<file path="src/rtl/acc_dump_pkg.sv">
// Shared types for the integrate-and-dump accumulator.
package acc_dump_pkg;

  typedef enum logic {
    ST_IDLE = 1'b0,
    ST_ACC  = 1'b1
  } state_t;

endpackage

</file>
<file path="src/rtl/acc_dump_sat_add.sv">
// Combinational signed saturating adder; clamps to the W-bit rails and flags the clamp.
module acc_dump_sat_add #(
  parameter int W = 24
) (
  input  logic [W-1:0] a,
  input  logic [W-1:0] b,
  output logic [W-1:0] y,
  output logic         ovf
);

  localparam logic [W-1:0] POS_RAIL = {1'b0, {(W-1){1'b1}}};
  localparam logic [W-1:0] NEG_RAIL = {1'b1, {(W-1){1'b0}}};

  logic [W:0] s;

  // One guard bit: overflow iff guard and MSB disagree; the guard carries the true sign.
  assign s   = {a[W-1], a} + {b[W-1], b};
  assign ovf = s[W] ^ s[W-1];
  assign y   = ovf ? (s[W] ? NEG_RAIL : POS_RAIL) : s[W-1:0];

endmodule

</file>
<file path="src/rtl/acc_dump.sv">
// Integrate-and-dump accumulator: sums acc_len valid samples per frame, emits one
// saturated full-precision sum per frame with an overflow flag.
module acc_dump
  import acc_dump_pkg::*;
#(
  parameter int N_BITS_IN  = 8,
  parameter int BIN_PT_IN  = 7,
  parameter int N_BITS_ACC = 24,
  parameter int LEN_BITS   = 16
) (
  input  logic                  clk,
  input  logic                  rst,
  input  logic                  sync,
  input  logic [LEN_BITS-1:0]   acc_len,
  input  logic [N_BITS_IN-1:0]  din,
  input  logic                  din_vld,
  output logic [N_BITS_ACC-1:0] dout,
  output logic                  dout_vld,
  output logic                  ovf,
  output logic                  armed
);

  if (N_BITS_ACC < N_BITS_IN || BIN_PT_IN > N_BITS_IN) begin : g_bad_params
    $error("acc_dump: N_BITS_ACC must be >= N_BITS_IN and BIN_PT_IN <= N_BITS_IN");
  end

  state_t                state;
  logic [LEN_BITS-1:0]   len_q;
  logic [LEN_BITS-1:0]   cnt_q;
  logic [N_BITS_ACC-1:0] acc_q;
  logic                  flag_q;

  logic [LEN_BITS-1:0]   len_fix;
  logic [LEN_BITS-1:0]   eff_len;
  logic [LEN_BITS-1:0]   base_cnt;
  logic [LEN_BITS-1:0]   cnt_inc;
  logic [N_BITS_ACC-1:0] base_acc;
  logic [N_BITS_ACC-1:0] din_ext;
  logic [N_BITS_ACC-1:0] sum;
  logic                  base_flag;
  logic                  sum_ovf;
  logic                  active;
  logic                  take;
  logic                  last;

  // A sync restarts the frame this very cycle, so its sample sees a cleared frame.
  assign len_fix   = (acc_len == '0) ? LEN_BITS'(1) : acc_len;
  assign eff_len   = sync ? len_fix : len_q;
  assign base_cnt  = sync ? '0 : cnt_q;
  assign base_acc  = sync ? '0 : acc_q;
  assign base_flag = sync ? 1'b0 : flag_q;
  assign active    = sync || (state == ST_ACC);
  assign take      = active && din_vld;
  assign cnt_inc   = base_cnt + LEN_BITS'(1);
  assign last      = take && (cnt_inc == eff_len);
  assign din_ext   = N_BITS_ACC'($signed(din));

  acc_dump_sat_add #(.W(N_BITS_ACC)) u_sat_add (
    .a   (base_acc),
    .b   (din_ext),
    .y   (sum),
    .ovf (sum_ovf)
  );

  assign armed = (state == ST_ACC);

  always_ff @(posedge clk) begin
    if (rst) begin
      state    <= ST_IDLE;
      len_q    <= LEN_BITS'(1);
      cnt_q    <= '0;
      acc_q    <= '0;
      flag_q   <= 1'b0;
      dout     <= '0;
      dout_vld <= 1'b0;
      ovf      <= 1'b0;
    end else begin
      dout_vld <= 1'b0;
      if (sync) state <= ST_ACC;
      if (active) begin
        if (last) begin
          // Dump and open the next frame with no gap; length re-latched here.
          dout     <= sum;
          dout_vld <= 1'b1;
          ovf      <= base_flag | sum_ovf;
          acc_q    <= '0;
          cnt_q    <= '0;
          flag_q   <= 1'b0;
          len_q    <= len_fix;
        end else if (take) begin
          acc_q  <= sum;
          cnt_q  <= cnt_inc;
          flag_q <= base_flag | sum_ovf;
          len_q  <= eff_len;
        end else begin
          acc_q  <= base_acc;
          cnt_q  <= base_cnt;
          flag_q <= base_flag;
          len_q  <= eff_len;
        end
      end
    end
  end

endmodule

</file>
<file path="config.mk">
export PLATFORM = sky130hd
export DESIGN_NAME = acc_dump
export DESIGN_NICKNAME = d
export VERILOG_FILES = /design/src/rtl/acc_dump_pkg.sv /design/src/rtl/acc_dump_sat_add.sv /design/src/rtl/acc_dump.sv
export SDC_FILE = /design/constraint.sdc
export NUM_CORES = 1
export LEC_CHECK = 0
export CORE_AREA = 4 4 113 115
export CTS_CLUSTER_SIZE = 8
export DETAILED_ROUTE_END_ITERATION = 16
export DIE_AREA = 0 0 117 119
export GPL_ROUTABILITY_DRIVEN = 0
export PLACE_DENSITY = 0.73
export REMOVE_ABC_BUFFERS = 1
export SYNTH_ARGS = -nofsm -noshare
export SYNTH_HDL_FRONTEND = slang
export SYNTH_SLANG_ARGS = --single-unit
</file>
<file path="constraint.sdc">
create_clock -name clk -period 9.1 [get_ports clk]
set_clock_uncertainty 0.1 [all_clocks]
set_input_delay 0.91 -clock clk [delete_from_list [all_inputs] [get_ports clk]]
set_output_delay 0.91 -clock clk [all_outputs]
set_load 0.005 [all_outputs]
</file>
* Word level (Yosys, flattened, before mapping)
Index checks and enable logic that the tools add are counted.
Word-level totals: register bits after elaboration 84, input bits 28, output and inout port bits 27, logic and storage cells 35
Cells by class: add/sub/neg operators 2, equal/unequal tests 1, multiplexer cells 15, bitwise logic cells 3, reduce and logical (&&, ||, !) cells 6
Operator list (count):
- 24-bit two-way mux | 5
- 16-bit two-way mux | 6
- 24-bit by 8-bit adder with 25-bit output | 1
- 16-bit by 1-bit adder with 16-bit output (second input constant) | 1
- 16-bit == test | 1
- 16-bit zero test | 1
- 1-bit two-way mux | 4
- 1-bit logical AND | 2
- 2-bit AND reduction | 1
- 2-bit OR reduction | 1
- 1-bit logical OR | 1
- 1-bit NOT | 1
- 1-bit bitwise OR | 1
- 1-bit XOR | 1

* Longest topological paths before layout
word-level depth 6, depth in mapped cells 17, mapped depth without buffers 11

* Modules after synthesis
A second synthesis with hierarchy kept.
Unflattened totals: cells, all modules 741, area total of the unflattened synthesis 6012.0 um^2
Modules (own cells, without submodules):
- acc_dump | times used 1, cells an instance 492, area an instance 4315.4 um^2, sequential area each 1681.6 um^2
- acc_dump_sat_add | times used 1, cells an instance 249, area an instance 1696.6 um^2, sequential area each 0.0 um^2

* Worst setup path before layout
Ideal clock, no wire load.
kind input to register, start in sync, end reg acc_q[15], setup time 0.117 ns, arrival time 4.739 ns, required time 8.883 ns, slack 4.145 ns, stages on the path 15, buffers on the path 5, cells stage by stage buf_2 -> buf_1 -> clkbuf_1 -> clkbuf_1 -> clkbuf_1 -> nor2b_1 -> ha_1 -> and2_1 -> a221o_1 -> o211ai_1 -> nand3_1 -> o21ai_1 -> a211oi_1 -> or3_1 -> a22o_1
Between the ends: cells in the longest elaborated chain, start to end 6, elaborated cells between the ends (all ways) 14, those cells by class add/sub: 2; eq/ne: 1; mux: 7; bitwise: 1; reduce/logical: 3
RTL lines:
- start, declared | RTL line acc_dump.sv:13 | input logic sync,
- 24-bit two-way mux | RTL line acc_dump.sv:50 | assign base_acc = sync ? '0 : acc_q;
- 24-bit by 8-bit adder with 25-bit output | RTL line acc_dump_sat_add.sv:17 | assign s = {a[W-1], a} + {b[W-1], b};
- 24-bit two-way mux / 1-bit XOR (equally long branches) | RTL line acc_dump_sat_add.sv:19, acc_dump_sat_add.sv:18
- 24-bit two-way mux | RTL line acc_dump_sat_add.sv:19 | assign y = ovf ? (s[W] ? NEG_RAIL : POS_RAIL) : s[W-1:0];
- 24-bit two-way mux | RTL line acc_dump.sv:90 | end else if (take) begin
- 24-bit two-way mux | RTL line acc_dump.sv:81 | if (last) begin
- end signal, assigned | RTL line acc_dump.sv:91 | acc_q <= sum;
- end signal, assigned | RTL line acc_dump.sv:96 | acc_q <= base_acc;
- end, declared | RTL line acc_dump.sv:30 | logic [N_BITS_ACC-1:0] acc_q;
Parallel ways exist; a longest one is shown, timed or not. A chain may end at the register's enable or synchronous reset.

* Final worst setup path
start in din[7], end reg acc_q[3]
Between the ends: cells in the longest elaborated chain, start to end 5, elaborated cells between the ends (all ways) 6, those cells by class add/sub: 1; mux: 4; bitwise: 1
RTL lines:
- start, declared | RTL line acc_dump.sv:15 | input logic [N_BITS_IN-1:0] din,
- 24-bit by 8-bit adder with 25-bit output (*) | RTL line acc_dump_sat_add.sv:17
- 24-bit two-way mux / 1-bit XOR (equally long branches) | RTL line acc_dump_sat_add.sv:19, acc_dump_sat_add.sv:18
- 24-bit two-way mux (*) | RTL line acc_dump_sat_add.sv:19
- 24-bit two-way mux (*) | RTL line acc_dump.sv:90
- 24-bit two-way mux (*) | RTL line acc_dump.sv:81
Every way passes the cells marked *; elsewhere a longest branch is shown, timed or not.

==> metrics <==
TNS Setup 0 ps; Post-Synthesis Cells slightly above 700; YS warnings 0; PortBufs 54; max-slew violations 0; largest net degree at the start of global routing 40; total CTS buffers 9; Pleak roughly 2.5 nW; Initial Util 48.6%; layout cell share with drive strength beyond 1 ~5.3%; Tmin final 5070 ps; DR DRC count 0; CTS Hold Bufs 0; cell area after synthesis roughly 5700 sq um; core box area between 10,000 and 15,000 sq um; Seq/Total Area, Yosys between 20% and 30%; Worst Path Arrival between 5000 and 6000 ps; Synth async-reset ratio 0%; final setup fails 0; WL/cell 17.0 um; WL final around 15 mm; M3 GR Usage under 10%; CTS clk-pin slew, worst paths approximately 60 ps; number of synthesized flops with an enable pin 0; GR Layer Usage met1 between 20% and 30%; startpoint types input port; area grow syn2layout 15.0%; worst-path maximum fanout 24; Die ar. around 14,000 sq um; postcts setup bufs 0; non-filler cells, final approximately 900; DIE WIDTH 117 um; Clock Latency Late Sink about 350 ps; Routed Antenna Nets 0; number of max-cap violations 0; Post-synth top flop dfxtp_1; Tcrit/Tclk final 55.8%; first-pass GRT wire length 25.4 mm; Starting DRT DRC Count approximately 380; dpl hpwl 10.7 mm; Core Rows 40; Die Y ~120 um; First-pass DRT Iterations 4; Req. time, crit path between 9000 and 10,000 ps; post_cts resized 0; Clock Path Buffers 2; Ports 55; leading area contributor after synthesis dfxtp_1; CP Class input port to flop; Critical Path End Type flop; post-synth top area share 29.3%; outcome finished, final reports clean; Overflow after GRT 0; worst slew pin tran approximately 1200 ps; worst min-delay path category flop to flop; synth top area cells dfxtp_1 29%, nand2_1 6.4%, ha_1 5.2%; Inst Count DP 883; RSZ-0062 raised after global routing false; DR vias between 5,000 and 6,000; flops & latches, synth 84; CTS tree built; Vias/cell around 6.1; M2 GR Usage a little under two fifths; Avg Cell Area, Syn about 8.0 sq um; layout net count 800; PwrDens around 140 nW/um^2; f_max 197 MHz; FILL cells roughly 1,100; Worst VDD drop just under 0.09 mV; Unique masters post-synth 68; Total GRT Usage 22.3%; GRT Max-Usage Layer met2; root buf cell clkbuf_16; CTS sink cnt between 80 and 90; relative slew slack approximately 22%; number of diodes 0; Hold Violations, Final 0; initial antenna violation count 0; H-tree depth 3; vias in the first global route approximately 5,400
-- flip-flops by register name, indices dropped and copies added (netlist names) --
signal,count
flag_q,1
dout_vld,1
armed,1
ovf,1
cnt_q,16
dout,24
len_q,16
acc_q,24
-- critical path: stages --
cell	delay, ps
clkdlybuf4s50_1	940
ha_1	750
o21ai_0	150
a221oi_1	400
nand4_1	140
a31oi_1	220
o21ai_1	230
a2bb2oi_2	440
nand4b_1	670
o21ai_0	380
-- Yosys cell counts, types with 7 or more instances --
cell type	instances
nand2_1	98
dfxtp_1	84
o21ai_0	42
nor2_1	38
nor2b_1	34
clkbuf_1	29
a21oi_1	28
ha_1	24
nor3_1	24
xnor2_1	24
nand3_1	23
a211oi_1	21
mux2i_1	20
xor2_1	18
inv_1	15
o2bb2ai_1	15
buf_2	11
o211ai_1	10
nand4_1	9
a21o_1	8
and2_1	8
and3_1	8
nand3b_1	8
nor4_1	8
a31oi_1	7
o21bai_1	7
o22ai_1	7
-- where the power goes --
part / leakage, nW / switching [mW] / internal (mW)
clock: 0.135 / 0.157 / 0.194
sequential: 0.684 / 0.00869 / 0.381
combinational: 1.68 / 0.0970 / 0.0666
-- final timing paths --
| path | from | end | slack [ps] | cells past startpoint |
|---|---|---|---|---|
| worst max-delay path | din[7] | acc_q[3] | 4030 | 10 |
| worst min-delay path | acc_q[18] | acc_q[18] | 350 | 2 |
| worst max register to register | cnt_q[0] | dout[1] | 4950 | 11 |
| worst min register to register | acc_q[18] | acc_q[18] | 350 | 2 |
-- cell usage in the layout (no fill, tap or decap), types with 9 or more instances in the layout --
cell,n
nor3_1,24
o2bb2ai_1,15
o211ai_1,10
nand4_1,9
a211oi_1,20
ha_1,24
a21oi_1,27
clkbuf_16,9
mux2i_1,20
nor2b_1,34
o21ai_0,42
nand3_1,23
clkdlybuf4s50_1,53
nand2_1,98
inv_1,15
xor2_1,18
dfxtp_1,84
xnor2_1,24
nor2_1,38
-- cell type report --
cell class / count / area [sq um] / share of cell area [%]
repair buffers: 60 / 581 / 8.79
well taps: 147 / 184 / 2.78
multi-input cells: 577 / 3820 / 57.8
clock buffers: 10 / 239 / 3.62
clock inverters: 6 / 46.3 / 0.701
inverters: 15 / 56.3 / 0.852
flip-flops and latches: 84 / 1680 / 25.5
-- metal layers --
metal | part of all wire, % | up-vias
met3 | 6.9 | 46
li1 | - | 2700
met5 | 0 | -
met4 | 3.7 | 0
met2 | 47 | 207
met1 | 42 | 2569
-- through the flow --
stage | util (%) | area [sq um] | setup slack (ps) | hold slack (ps) | total power, mW
floorplan | - | 5550 | 4760 | 317 | 0.503
global placement | 53.5 | 6320 | 3870 | 329 | 0.553
detailed placement | 53.5 | 6320 | 3720 | 336 | 0.558
CTS | 55.9 | 6610 | 4070 | 352 | 0.910
global route | 55.9 | 6610 | 3690 | 369 | 0.947
finish | 55.9 | 6610 | 4030 | 349 | 0.904
-- cells by family after synthesis --
kind of cell / share of synthesized area (%)
compound gates: 23.5
xor+xnor: 6.80
fa+ha+maj: 5.58
buf+inv: 4.38
flops: 29.3
mux: 3.49
simple gates: 27.0
Note: power is estimated with default switching activity, not from simulation.
